`src/rtl/disp4_scan_pkg.sv`:
```
// Shared constants and helpers for the 4-digit multiplexed 7-segment scanner.
package disp4_scan_pkg;

  typedef enum logic [1:0] {
    DIG0 = 2'd0,
    DIG1 = 2'd1,
    DIG2 = 2'd2,
    DIG3 = 2'd3
  } digit_e;

  localparam logic [6:0] SEG_BLANK = 7'h7F;
  localparam logic [3:0] AN_OFF    = 4'b1111;

  // Active-low {g,f,e,d,c,b,a} patterns; entry 15 first so HEX_SEG[n] decodes n.
  localparam logic [15:0][6:0] HEX_SEG = {
    7'h0E, 7'h06, 7'h21, 7'h46, 7'h03, 7'h08, 7'h10, 7'h00,
    7'h78, 7'h02, 7'h12, 7'h19, 7'h30, 7'h24, 7'h79, 7'h40
  };

  // A digit blanks only if it and every digit to its left are zero with no dp lit.
  function automatic logic [3:0] blank_mask(input logic [15:0] d,
                                            input logic [3:0]  p,
                                            input logic        lzb);
    logic [3:0] m;
    logic       run;
    m   = '0;
    run = lzb;
    for (int unsigned i = 3; i >= 1; i--) begin
      run  = run && (d[4*i +: 4] == 4'h0) && !p[i];
      m[i] = run;
    end
    return m;
  endfunction

endpackage

```
`src/rtl/disp4_scan_if.sv`:
```
// Data/control bundle between a counter chain and the display scanner.
interface disp4_scan_if;
  logic        ce;
  logic        ld;
  logic [15:0] dat;
  logic [3:0]  dp;
  logic [3:0]  AN;
  logic [6:0]  SEG;
  logic        DP;
  logic        TC_SCAN;

  modport master (
    output ce, ld, dat, dp,
    input  AN, SEG, DP, TC_SCAN
  );

  modport slave (
    input  ce, ld, dat, dp,
    output AN, SEG, DP, TC_SCAN
  );
endinterface

```
`src/rtl/hex7seg.sv`:
```
// Combinational hex nibble to active-low 7-segment decode.
module hex7seg
  import disp4_scan_pkg::*;
(
  input  logic [3:0] hex_i,
  output logic [6:0] seg_o
);

  always_comb begin
    seg_o = HEX_SEG[hex_i];
  end

endmodule

```
`src/rtl/disp4_scan.sv`:
```
// Four-digit multiplexed 7-segment driver: prescaled scan, shadowed data,
// optional leading-zero blanking, registered active-low outputs.
module disp4_scan
  import disp4_scan_pkg::*;
#(
  parameter int unsigned DIV = 50000,
  parameter bit          LZB = 1'b1
) (
  input  logic          clk,
  input  logic          R,
  disp4_scan_if.slave   bus
);

  localparam int unsigned CW = $clog2(DIV);

  logic [CW-1:0] cnt_q, cnt_d;
  digit_e        idx_q, idx_d;
  logic [15:0]   dat_q, dat_d;
  logic [3:0]    dp_q, dp_d;
  logic [3:0]    an_q, an_d;
  logic [6:0]    seg_q, seg_d;
  logic          dpo_q, dpo_d;
  logic          tc_q, tc_d;

  logic          tick;
  logic [3:0]    blank;
  logic [3:0]    nib;
  logic [6:0]    seg_raw;

  hex7seg u_hex7seg (
    .hex_i (nib),
    .seg_o (seg_raw)
  );

  always_comb begin
    tick  = bus.ce && (cnt_q == CW'(DIV - 1));
    cnt_d = cnt_q;
    if (bus.ce) cnt_d = tick ? '0 : cnt_q + CW'(1);
    idx_d = tick ? digit_e'(idx_q + 2'd1) : idx_q;
    dat_d = bus.ld ? bus.dat : dat_q;
    dp_d  = bus.ld ? bus.dp  : dp_q;
    tc_d  = tick && (idx_q == DIG3);
  end

  // Outputs follow the current index/shadow, so a same-edge ld+tick shows new data next cycle.
  always_comb begin
    nib   = dat_q[idx_q*4 +: 4];
    blank = blank_mask(dat_q, dp_q, LZB);
    an_d  = AN_OFF;
    seg_d = SEG_BLANK;
    dpo_d = 1'b1;
    if (!blank[idx_q]) begin
      an_d  = ~(4'b0001 << idx_q);
      seg_d = seg_raw;
      dpo_d = ~dp_q[idx_q];
    end
  end

  always_ff @(posedge clk) begin
    if (R) begin
      cnt_q <= '0;
      idx_q <= DIG0;
      dat_q <= '0;
      dp_q  <= '0;
      an_q  <= AN_OFF;
      seg_q <= SEG_BLANK;
      dpo_q <= 1'b1;
      tc_q  <= 1'b0;
    end else begin
      cnt_q <= cnt_d;
      idx_q <= idx_d;
      dat_q <= dat_d;
      dp_q  <= dp_d;
      an_q  <= an_d;
      seg_q <= seg_d;
      dpo_q <= dpo_d;
      tc_q  <= tc_d;
    end
  end

  assign bus.AN      = an_q;
  assign bus.SEG     = seg_q;
  assign bus.DP      = dpo_q;
  assign bus.TC_SCAN = tc_q;

endmodule

```
`src/flat_wrapper.sv`:
```
// flat-port wrapper written by rule: the top's interface ports become plain ports
module disp4_scan_flat import disp4_scan_pkg::*;
#(
  parameter int unsigned DIV = 50000,
  parameter bit          LZB = 1'b1
)
  (clk, R, bus_ce, bus_ld, bus_dat, bus_dp, bus_AN, bus_SEG, bus_DP, bus_TC_SCAN);
  disp4_scan_if bus_i ();
  input  logic clk;
  input  logic R;
  input wire logic [$bits(bus_i.ce)-1:0] bus_ce;
  input wire logic [$bits(bus_i.ld)-1:0] bus_ld;
  input wire logic [$bits(bus_i.dat)-1:0] bus_dat;
  input wire logic [$bits(bus_i.dp)-1:0] bus_dp;
  output wire logic [$bits(bus_i.AN)-1:0] bus_AN;
  output wire logic [$bits(bus_i.SEG)-1:0] bus_SEG;
  output wire logic [$bits(bus_i.DP)-1:0] bus_DP;
  output wire logic [$bits(bus_i.TC_SCAN)-1:0] bus_TC_SCAN;
  assign bus_i.ce = bus_ce;
  assign bus_i.ld = bus_ld;
  assign bus_i.dat = bus_dat;
  assign bus_i.dp = bus_dp;
  assign bus_AN = bus_i.AN;
  assign bus_SEG = bus_i.SEG;
  assign bus_DP = bus_i.DP;
  assign bus_TC_SCAN = bus_i.TC_SCAN;
  disp4_scan #(.DIV(DIV), .LZB(LZB)) u_core (.clk(clk), .R(R), .bus(bus_i));
endmodule
```
`config.mk`:
```
export PLATFORM = sky130hd
export DESIGN_NAME = disp4_scan_flat
export DESIGN_NICKNAME = d
export VERILOG_FILES = /design/src/rtl/disp4_scan_pkg.sv /design/src/rtl/disp4_scan_if.sv /design/src/rtl/hex7seg.sv /design/src/rtl/disp4_scan.sv /design/src/flat_wrapper.sv
export SDC_FILE = /design/constraint.sdc
export NUM_CORES = 1
export LEC_CHECK = 0
export CAP_MARGIN = 20
export CELL_PAD_IN_SITES_DETAIL_PLACEMENT = 2
export CELL_PAD_IN_SITES_GLOBAL_PLACEMENT = 2
export CORE_AREA = 5 5 88 90
export DETAILED_ROUTE_END_ITERATION = 8
export DIE_AREA = 0 0 93 95
export PLACE_DENSITY = 0.82
export SLEW_MARGIN = 10
export SYNTH_ARGS = -nofsm -noshare
export SYNTH_HDL_FRONTEND = slang
export SYNTH_SLANG_ARGS = --single-unit
```
`constraint.sdc`:
```
create_clock -name clk -period 5 [get_ports clk]
set_input_delay 1 -clock clk [delete_from_list [all_inputs] [get_ports clk]]
set_output_delay 1 -clock clk [all_outputs]
set_load 0.05 [all_outputs]
```
==> qor.csv <==
stage,metric,value,unit
route,DRT Wirelength,6454,um
clock_tree,Clock Latency Late Sink,0.31,ns
global_route,initial antenna violation count,0,
placed_design,GPL Wtd Cong,0.7148,
placed_design,port buffer count,36,
clock_tree,clock buffer depth,2,
yosys,Ys Warns,0,
clock_tree,CTS sink cnt,51,
floorplanning,Placeable Area,0.006982,mm^2
floorplanning,Die Width,93,um
critical_path,"critical path, cell by cell",clkdlybuf4s50_1 > and3_1 > and2_1 > nand4_1 > nand2b_1 > nor2_1,
yosys,"flops & latches, synth",51,
route,drt pass-1 iters,4,
finish,layout cells sized above 1,7.774,%
global_route,grt ovf,0,
clock_tree,number of H-tree levels,2,
route,DRC,0,
route,routed via count,1911,
critical_path,Crit path largest cell delay,0.63,ns
critical_path,Crit. End Element,flip-flop,
critical_path,Setup CP Type,input pin to flip-flop,
route,initial drt markers,64,
sta,Slew HR,30.88,%
clock_tree,Num CTS Buffers,5,
finish,Layout Area Growth over Synthesis,23.53,%
critical_path,Critical Path AT,3.07,ns
sta,Final Setup Violations,0,
critical_path,worst r2r path cells,5,
floorplanning,num rows,31,
pwr,Leakage,1.165,nW
yosys,Syn Nets,283,
yosys,mapped cell area,0.002382,mm^2
global_route,pin count of the biggest net entering global routing,30,
critical_path,Worst Setup Start Kind,input pin,
critical_path,Crit Path Max Fanout,13,
route,Final ANT Viol Nets,0,
finish,Multi-input gate area,0.001274,mm^2
run_status,run status,finished clean,
finish,fillers,777,
sta,fin worst setup slack,2.112,ns
finish,Layout Nets,317,
clock_tree,Clock Pin Slew Worst Setup and Hold Paths,0.09,ns
floorplanning,Die Area,0.008835,mm^2
min_path,Hold Crit Class,flip-flop to flip-flop,
sta,Final Skew,0.008699,ns
flow_run,MaxCap Viol Count,0,
yosys,syn_area_per_cell,9.606,um^2
finish,Reg area,0.001021,mm^2
sta,achievable frequency,346.2,MHz
yosys,Gate Count Post-Synth,248,
sta,endpoints failing hold,0,
sta,RSZ-0062 raised after global routing,no,
route,via/cell ratio,5.236,
global_route,first-pass GRT wire length,10840,um
pwr,VDD IR max,0.1219,mV
sta,Tcrit/Tclk final,57.77,%
clock_tree,CTS tree,built,
min_path,hold path cells,2,
route,WL/cell,17.68,um
floorplanning,Die Y,95,um
floorplanning,I/O Pins,37,
clock_tree,post-CTS setup buffer count,0,
yosys,Yosys cell types,41,
finish,Antenna Diode Count,0,
critical_path,Required @ worst endpoint,5.18,ns
clock_tree,post-cts hold buffer count,0,
floorplanning,effective utilization at floorplan,34.12,%
pwr,pwr dens,305.9,mW/mm^2
clock_tree,Root Buffer,clkbuf_8,
yosys,register area share after synthesis,42.86,%
placed_design,Setup WS pre-CTS,1.849,ns
global_route,number of global-route vias before repair,2076,
sta,max-slew violations,0,
sta,Worst Tran Pin Value,1.008,ns
placed_design,HPWL Detailed,4588,um
sta,fin crit period,2.888,ns
critical_path,Crit-path slowest cell,clkdlybuf4s50_1,
global_route,GRT Util Overall,15.61,%
sta,Setup TNS Final,0,ns
clock_tree,post_cts resized,0,
[report_power, final]
group	leakage [nW]	internal [mW]	switching (mW)	total (mW)
combinational	0.682	0.0535	0.0662	0.120
clock	0.0654	0.200	0.145	0.345
sequential	0.418	0.423	0.0127	0.435
[cell families after synthesis]
logic type	after synthesis	synth area share (%)
and+or+nand+nor	100	20.43
DFF	51	42.86
muxes	33	16.12
buffers and inverters	19	3.677
AOI/OAI and AO/OA	17	4.884
xor gates and xnor gates	17	6.250
adders and majority gates	11	5.777
[worst max-delay path: cells and delay by family]
kind / cells / cell delay [ns]
buffers and inverters: 1 / 0.63
AND/OR/NAND/NOR: 5 / 1.44
[synthesized netlist by cell type, drive strengths merged]
library cell	count	area share (%)
mux2	3	1.4
a31oi	3	0.79
dfxtp	51	43
a22oi	3	0.95
ha	11	5.8
nand3	4	0.84
nand3b	2	0.63
xor2	8	2.9
inv	8	1.3
mux2i	26	11
clkbuf	3	0.47
and2	2	0.53
buf	8	1.9
or4	2	0.79
mux4	4	3.8
nor2	43	7.2
nand4	7	2.1
and3	3	0.79
a21oi	2	0.42
a211o	1	0.37
nand2b	3	0.79
nor4	2	0.53
xnor2	9	3.3
o221ai	3	1.1
o211ai	2	0.63
nor2b	2	0.53
or3	1	0.26
nor3b	2	0.63
o21ai	3	0.63
nand2	19	3.0
nor4b	1	0.37
nor3	7	1.5
[state kept, by name (all words and copies together), names as in the netlist]
signal and flops:
u_core.idx_q 2, u_core.dat_q 16, u_core.cnt_q 16, u_core.bus.TC_SCAN 1, u_core.bus.AN 4, u_core.dp_q 4, u_core.bus.DP 1, u_core.bus.SEG 7
[path summary, 6_finish.rpt]
| check | from | endpoint | slack [ns] |
|---|---|---|---|
| worst max-delay path | bus_ce | u_core.cnt_q[4] | 2.11 |
| worst min-delay path | u_core.dp_q[0] | u_core.dp_q[0] | 0.52 |
| worst max register to register | u_core.idx_q[1] | u_core.bus.SEG[6] | 2.34 |
| worst min register to register | u_core.dp_q[0] | u_core.dp_q[0] | 0.52 |
[cell usage in the layout, fill, tap and decap left out, drive strengths merged, types with 3 or more instances in the layout]
cell           synthesis  final
nor3                   7      7
mux4                   4      4
mux2i                 26     26
nand4                  7      7
inv                    8      8
a31oi                  3      3
nor2                  43     43
xnor2                  9      9
clkbuf                 3      6
a22oi                  3      3
o221ai                 3      3
ha                    11     11
nand2                 19     19
nand3                  4      4
and3                   3      3
xor2                   8      8
mux2                   3      3
o21ai                  3      3
nand2b                 3      3
dfxtp                 51     51
clkdlybuf4s50          0     36
[per-layer routing]
metal	track usage, %	vias to the layer above	wire length [um]
li1	-	919	-
met5	0	-	0
met1	19.62	951	2902
met3	2.869	6	234
met4	4.396	0	76
met2	27.35	35	3240
[final cells by class]
type / count / area share, %
inverter: 8 / 1.020
clock buffer: 6 / 2.466
timing repair buffer: 38 / 13.01
sequential: 51 / 34.69
clock inverter: 2 / 2.041
multi-input combinational: 178 / 43.28
tap: 82 / 3.486
[through the flow]
step	area, um^2	instances	util, %	power [mW]	hold slack, ns
after global placement	2795	356	40.04	0.5570	0.4800
after global routing	2943	365	42.15	0.9390	0.5800
after detailed placement	2810	357	40.25	0.5634	0.5031
final	2943	365	42.15	0.9001	0.5154
after floorplan	2382	248	-	0.5140	0.4554
after CTS	2943	365	42.15	0.9115	0.5344
(Power assumes the default switching activity.)
==> variant 1: new RTL, same settings <==
`LZB` is set to 1'b1 in 2 places; all go to 1'b0.
--- a/src/rtl/disp4_scan.sv
+++ b/src/rtl/disp4_scan.sv
@@ -6,3 +6,3 @@
   parameter int unsigned DIV = 50000,
-  parameter bit          LZB = 1'b1
+  parameter bit          LZB = 1'b0
 ) (
--- a/src/flat_wrapper.sv
+++ b/src/flat_wrapper.sv
@@ -4,3 +4,3 @@
   parameter int unsigned DIV = 50000,
-  parameter bit          LZB = 1'b1
+  parameter bit          LZB = 1'b0
 )
Behaviour: no difference found for any inputs over 10 cycles, from zero or initial values; that may be too few to reach the edited logic, so the function may still have changed.
==> variant 1 against the unedited design <==
- routed wire length decreased by 16%
- design area shrank 4.5%
- worst setup slack better by 0.13 ns
- die area stayed put
- critical path type unchanged
- area after synthesis shrank 5.5%
- sequential cell count is the same
- power down 7.5%
- highest routed layer unchanged
- combinational power is 8% lower
==> variant 1: results (changes against the unedited design) <==
The run finished with clean final reports. The number of cells on the worst hold path came out at 2 (unchanged). The maximum VDD drop is 0.130 mV (+6.4%). The number of antenna violations at the first check in global routing came out at 0 (unchanged). The later pin in the worst-skew pair is clocked with a latency of approximately 0.30 ns. The internal power component is 623 uW (-7.9%). The minimum setup slack among reg-to-reg paths came out at 2.83 ns (+0.49 ns). In this run the critical register-to-register path is captured at u_core.bus.SEG[1].

The H-tree level count is 2 (unchanged). Ranked by total cell area, the synthesized netlist is headed by dfxtp_1 (45%), mux2i_1 (10%), nor2_1 (6.5%). The cell area after placement came out at 2700 um2 (-4.1%). The global-route wire length before repair is 8860 um (-18%).

The detailed-placement wirelength estimate came to 3950 um (-14%). By count the netlist is led by dfxtp_1 (51), nor2_1 (39), mux2i_1 (23). The cell count after placement came to 334 (-6.4%). The overall via count from detail_route is 1733 (-9.3%). The number of warnings issued by yosys was 0 (unchanged). The non-filler instance count after layout came out at 342 (-6.3%). The maximum fanout count along the critical path is 14 (+1). The clock transition at the register clock pins on the worst setup and hold paths after CTS came out at 0.09 ns (about the same).

The via count of the first global-routing pass came out at 1801 (-13%). The net count after synthesis is 261 (-7.8%). The number of library cell types mapped by synthesis is 39 (-4.9%). The count of buffers added by post-CTS timing repair for setup came to 0 (unchanged). The worst hold path begins at u_core.dp_q[0].

The overall global routing resource usage came out at 0.127 (-0.0291). The standby leakage power came out at 0.00108 uW (-7.3%). The worst-case clock skew came to 0.00787 ns (-0.000827 ns). The routability congestion estimate is 0.712 (-0.41%).

The register area share after synthesis came out at 0.454 (+0.0250). The number of cells traversed by the worst register-to-register path came out at 3 (-2). The worst register-to-register path begins at u_core.idx_q[0]. The ratio of cells with drive above 1 in the final layout came to 0.0731 (-0.00466). The length of the first detailed-routing pass in iterations is 3 (-1). The tightest slew margin relative to the limit is 0.584 (+0.275). The data arrival at the endpoint of the critical path is 2.93 ns (-0.14 ns). The final layout net count was 294 (-7.3%).

The DRC violation total after the first TritonRoute iteration came to 83 (+30%). The detail-routed net length per standard cell is 15.9 um (-10%). The pin count of the biggest net entering global routing came out at 31 (+3.3%). The antenna cell count came out at 0 (unchanged). The mean post-synth cell area was 9.96 um2 (+3.7%).
[variant 1: cell types whose count changed in the layout (fill, tap and decap cells not counted), sizes merged, moves of 3 or more]
cell	change
nand3	+3
inv	-3
a22oi	-3
a21oi	+6
xor2	-3
nand2	-7
o21ai	+4
nor3	-6
clkinv	+3
mux2i	-3
nor2	-4
[variant 1: final cells by class]
type                            instances  area [um2]
Tap cell                               82         103
Sequential cell                        51        1020
Clock buffer                            5        68.8
Fill cell                             745        4170
Inverter                                6        22.5
Clock inverter                          3        43.8
Multi-Input combinational cell        157        1150
Timing Repair Buffer                   38         395
[variant 1: per-stage QoR]
step | setup WS, ns | hold WS [ns] | total power [uW]
after floorplan | 2.80 | 0.455 | 506
after global placement | 2.01 | 0.469 | 548
after detailed placement | 1.91 | 0.481 | 554
after CTS | 2.20 | 0.508 | 847
after global routing | 2.03 | 0.540 | 871
final | 2.24 | 0.499 | 832
[variant 1: power groups by stage]
stage / logic, uW / clock network, uW / registers [uW]
2_1_floorplan: 45.9 / 0 / 460
3_5_place_dp: 113 / 0 / 442
4_1_cts: 113 / 301 / 432
6_report: 111 / 289 / 432
3_3_place_gp: 108 / 0 / 440
5_1_grt: 121 / 316 / 434
[variant 1: worst max-delay path by stage]
| stage | endpoint | slack [ns] | startpoint | depth (start not counted) |
|---|---|---|---|---|
| final | u_core.cnt_q[11] | 2.24 | bus_ce | 5 |
| after global routing | u_core.cnt_q[3] | 2.03 | bus_ce | 5 |
| after CTS | u_core.cnt_q[11] | 2.20 | bus_ce | 5 |
| after detailed placement | u_core.cnt_q[11] | 1.91 | bus_ce | 5 |
| after global placement | u_core.cnt_q[0] | 2.01 | bus_ce | 5 |
| after floorplan | u_core.cnt_q[15] | 2.80 | bus_ce | 4 |
[variant 1: cells by family after synthesis]
logic type | Yosys count | share of synthesized area
AOI/OAI and AO/OA | 22 | 0.0584
xor gates and xnor gates | 12 | 0.0467
adders and majority gates | 11 | 0.0611
buffers and inverters | 18 | 0.0334
DFF | 51 | 0.454
muxes | 29 | 0.157
and+or+nand+nor | 83 | 0.190
[variant 1: worst max-delay path, cell delays in order]
cell and delay [ns]:
clkdlybuf4s50_1 0.64, and4_1 0.37, nand4_1 0.29, nand2_1 0.51, nor2_1 0.12
[variant 1: routing by layer]
metal	GRT usage	up-vias	wire length, um
li1	-	847	-
met3	0.0287	6	163
met4	0.0366	0	69
met2	0.228	25	2830
met1	0.152	855	2370
met5	0	-	0
==> variant 2: new RTL, same flow settings <==
Made on the original files. One comparison of `cnt_q` changes from == to >=.
--- a/src/rtl/disp4_scan.sv
+++ b/src/rtl/disp4_scan.sv
@@ -35,3 +35,3 @@
   always_comb begin
-    tick  = bus.ce && (cnt_q == CW'(DIV - 1));
+    tick  = bus.ce && (cnt_q >= CW'(DIV - 1));
     cnt_d = cnt_q;
Behaviour: same outputs for any inputs over 10 cycles, from zero or initial values; that may be too few to reach the edited logic, so the function may still have changed.
==> variant 2 against the unedited design <==
- design area decreased by 5.0%
- fmax increased by 13%
- non-clock buffer count unchanged
- utilization decreased by 2.1 points
- clock power decreased by 11%
- power decreased by 5.2%
- synthesized cell count decreased by 8.9%
- critical path depth unchanged
- worst setup slack improved by 0.32 ns
- combinational power decreased by 7%
- routed wire length decreased by 15%
- sequential cell count unchanged
- area after synthesis decreased by 5.7%
- critical endpoint is now u_core.bus.SEG[3]
==> variant 2: results (changes against the unedited design) <==
The clock buffer count from CTS came out at 5 (unchanged). The DRC violation total after the first TritonRoute iteration was 70 (+9.4%). The critical path startpoint is u_core.idx_q[0]. The number of warnings issued by yosys is 0 (unchanged).

The ratio of cells with drive above 1 in the final layout came out at 0.0731 (-0.00466). The top cell type's share of synthesized area is 0.454 (+0.0258). The cell area after placement is 2680 um2 (-4.7%).

The CTS root buffer is clkbuf_8. The global-route wire length before repair came out at 9270 um (-14%). The number of library cell types mapped by synthesis is 34 (-17%). The H-tree level count is 2 (unchanged). The flow ran to the end, and the final reports show no timing, DRC or antenna violations. The via density per instance came out at 5.01 (-4.3%). The standby leakage power came out at 0.00110 uW (-5.4%). The register area share after synthesis is 0.454 (+0.0258). The clock latency at the later pin of the worst-skew pair is 0.31 ns (about the same). The transition time at the pin with the least slew margin was 0.665 ns (-0.343 ns). The pin count of the biggest net entering global routing came out at 28 (-6.7%). The via count of the first global-routing pass is 1853 (-11%). The min-delay analysis places its worst path in the category reg2reg. The maximum VDD drop came out at 0.149 mV (+22%).

The net count after synthesis is 261 (-7.8%). The number of I/O port buffers is 36 (unchanged). The final layout net count is 294 (-7.3%).

The number of antenna violations at the first check in global routing came to 0 (unchanged). The worst-case clock skew came out at 0.00583 ns (-0.00287 ns). The detail-routed net length per standard cell is 16.0 um (-9.3%). The routability congestion estimate is 0.729 (+2.0%). The async set-reset flop share out of synthesis came to 0 (unchanged).

The maximum fanout count along the critical path is 10 (-3). Counting instances in the post-synthesis netlist gives the leading cell types as dfxtp_1 (51), nor2_1 (42), mux2i_1 (23). The data arrival at the endpoint of the critical path is 2.77 ns (-0.30 ns).

The final-layout fill cell count came out at 756 (-2.7%). The worst register-to-register path ends at u_core.bus.SEG[3]. The detailed-placement wirelength estimate came out at 4000 um (-13%). The count of cells resized by post-cts repair is 0 (unchanged). The clock transition at the register clock pins on the worst setup and hold paths after CTS is approximately 0.1 ns. The number of cells traversed by the worst register-to-register path is 6 (+1). The minimum setup slack among reg-to-reg paths came out at 2.43 ns (+0.09 ns).

The count of buffers added by post-CTS timing repair for setup is 0 (unchanged). The worst-case clock buffer depth is 2 (unchanged). The termination of the worst setup path is u_core.bus.SEG[3].

The antenna cell count came out at 0 (unchanged). The overall global routing resource usage came to 0.136 (-0.0204). The length of the first detailed-routing pass in iterations came to 4 (unchanged). Ranked by total cell area, the synthesized netlist is headed by dfxtp_1 (45%), mux2i_1 (10%), nor2_1 (7.0%).
[variant 2: cell count changes in the layout (fill, tap and decap cells not counted), moves of 4 or more]
cell / unedited run / this run
nor3_1: 7 / 3
nor2_2: 4 / 0
xnor2_1: 9 / 4
nand2_1: 19 / 11
[variant 2: how the worst min path moves through the flow]
stage	startpoint	end	cells past startpoint
global route	u_core.dat_q[3]	u_core.dat_q[3]	2
floorplan	u_core.dat_q[0]	u_core.dat_q[0]	2
finish	u_core.dat_q[3]	u_core.dat_q[3]	2
detailed placement	u_core.cnt_q[15]	u_core.cnt_q[15]	2
global placement	u_core.cnt_q[15]	u_core.cnt_q[15]	2
CTS	u_core.cnt_q[15]	u_core.cnt_q[15]	2
[variant 2: stage by stage]
step | setup WS (ns) | util | instances | hold WS [ns]
5_1_grt | 2.24 | 0.401 | 342 | 0.552
2_1_floorplan | 2.80 | - | 226 | 0.455
6_report | 2.43 | 0.401 | 342 | 0.512
3_5_place_dp | 2.26 | 0.384 | 334 | 0.489
4_1_cts | 2.39 | 0.401 | 342 | 0.519
3_3_place_gp | 2.27 | 0.382 | 333 | 0.476
[variant 2: metal layers]
layer	track usage	wire length [um]	share of wire	up-vias
met3	0.0311	199	0.036	7
met4	0.0586	95	0.017	0
met5	0	0	0	-
met1	0.171	2560	0.47	833
met2	0.223	2640	0.48	30
li1	-	-	-	843
[variant 2: logic make-up (layout without fill, tap and decap cells)]
family          after synthesis  after routing  share of synthesized area
buf+inv                      20             54                     0.0373
simple gates                 83             83                      0.171
fa+ha+maj                    11             11                     0.0612
compound gates               17             17                     0.0551
mux                          29             29                      0.163
xor+xnor                     15             15                     0.0585
flops                        51             51                      0.454
[variant 2: layout make-up]
class / count / share of cell area
Multi-Input combinational cell: 155 / 0.409
Sequential cell: 51 / 0.365
Timing Repair Buffer: 38 / 0.137
Tap cell: 82 / 0.0367
Clock buffer: 6 / 0.0295
Clock inverter: 2 / 0.0125
Inverter: 8 / 0.0107
[variant 2: critical path: stages (launching register included)]
cell     delay, ns
dfxtp_1       0.67
mux4_2        0.66
inv_1         0.16
ha_1          0.17
inv_1         0.04
mux4_2        0.43
or3_1         0.32
[variant 2: where the power goes]
part / internal (uW) / switching [uW] / total (uW) / leakage, uW
registers: 423 / 10.9 / 434 / 0.000418
clock network: 162 / 145 / 307 / 0.0000612
logic: 51.6 / 60.4 / 112 / 0.000623
total: 637 / 216 / 853 / 0.00110
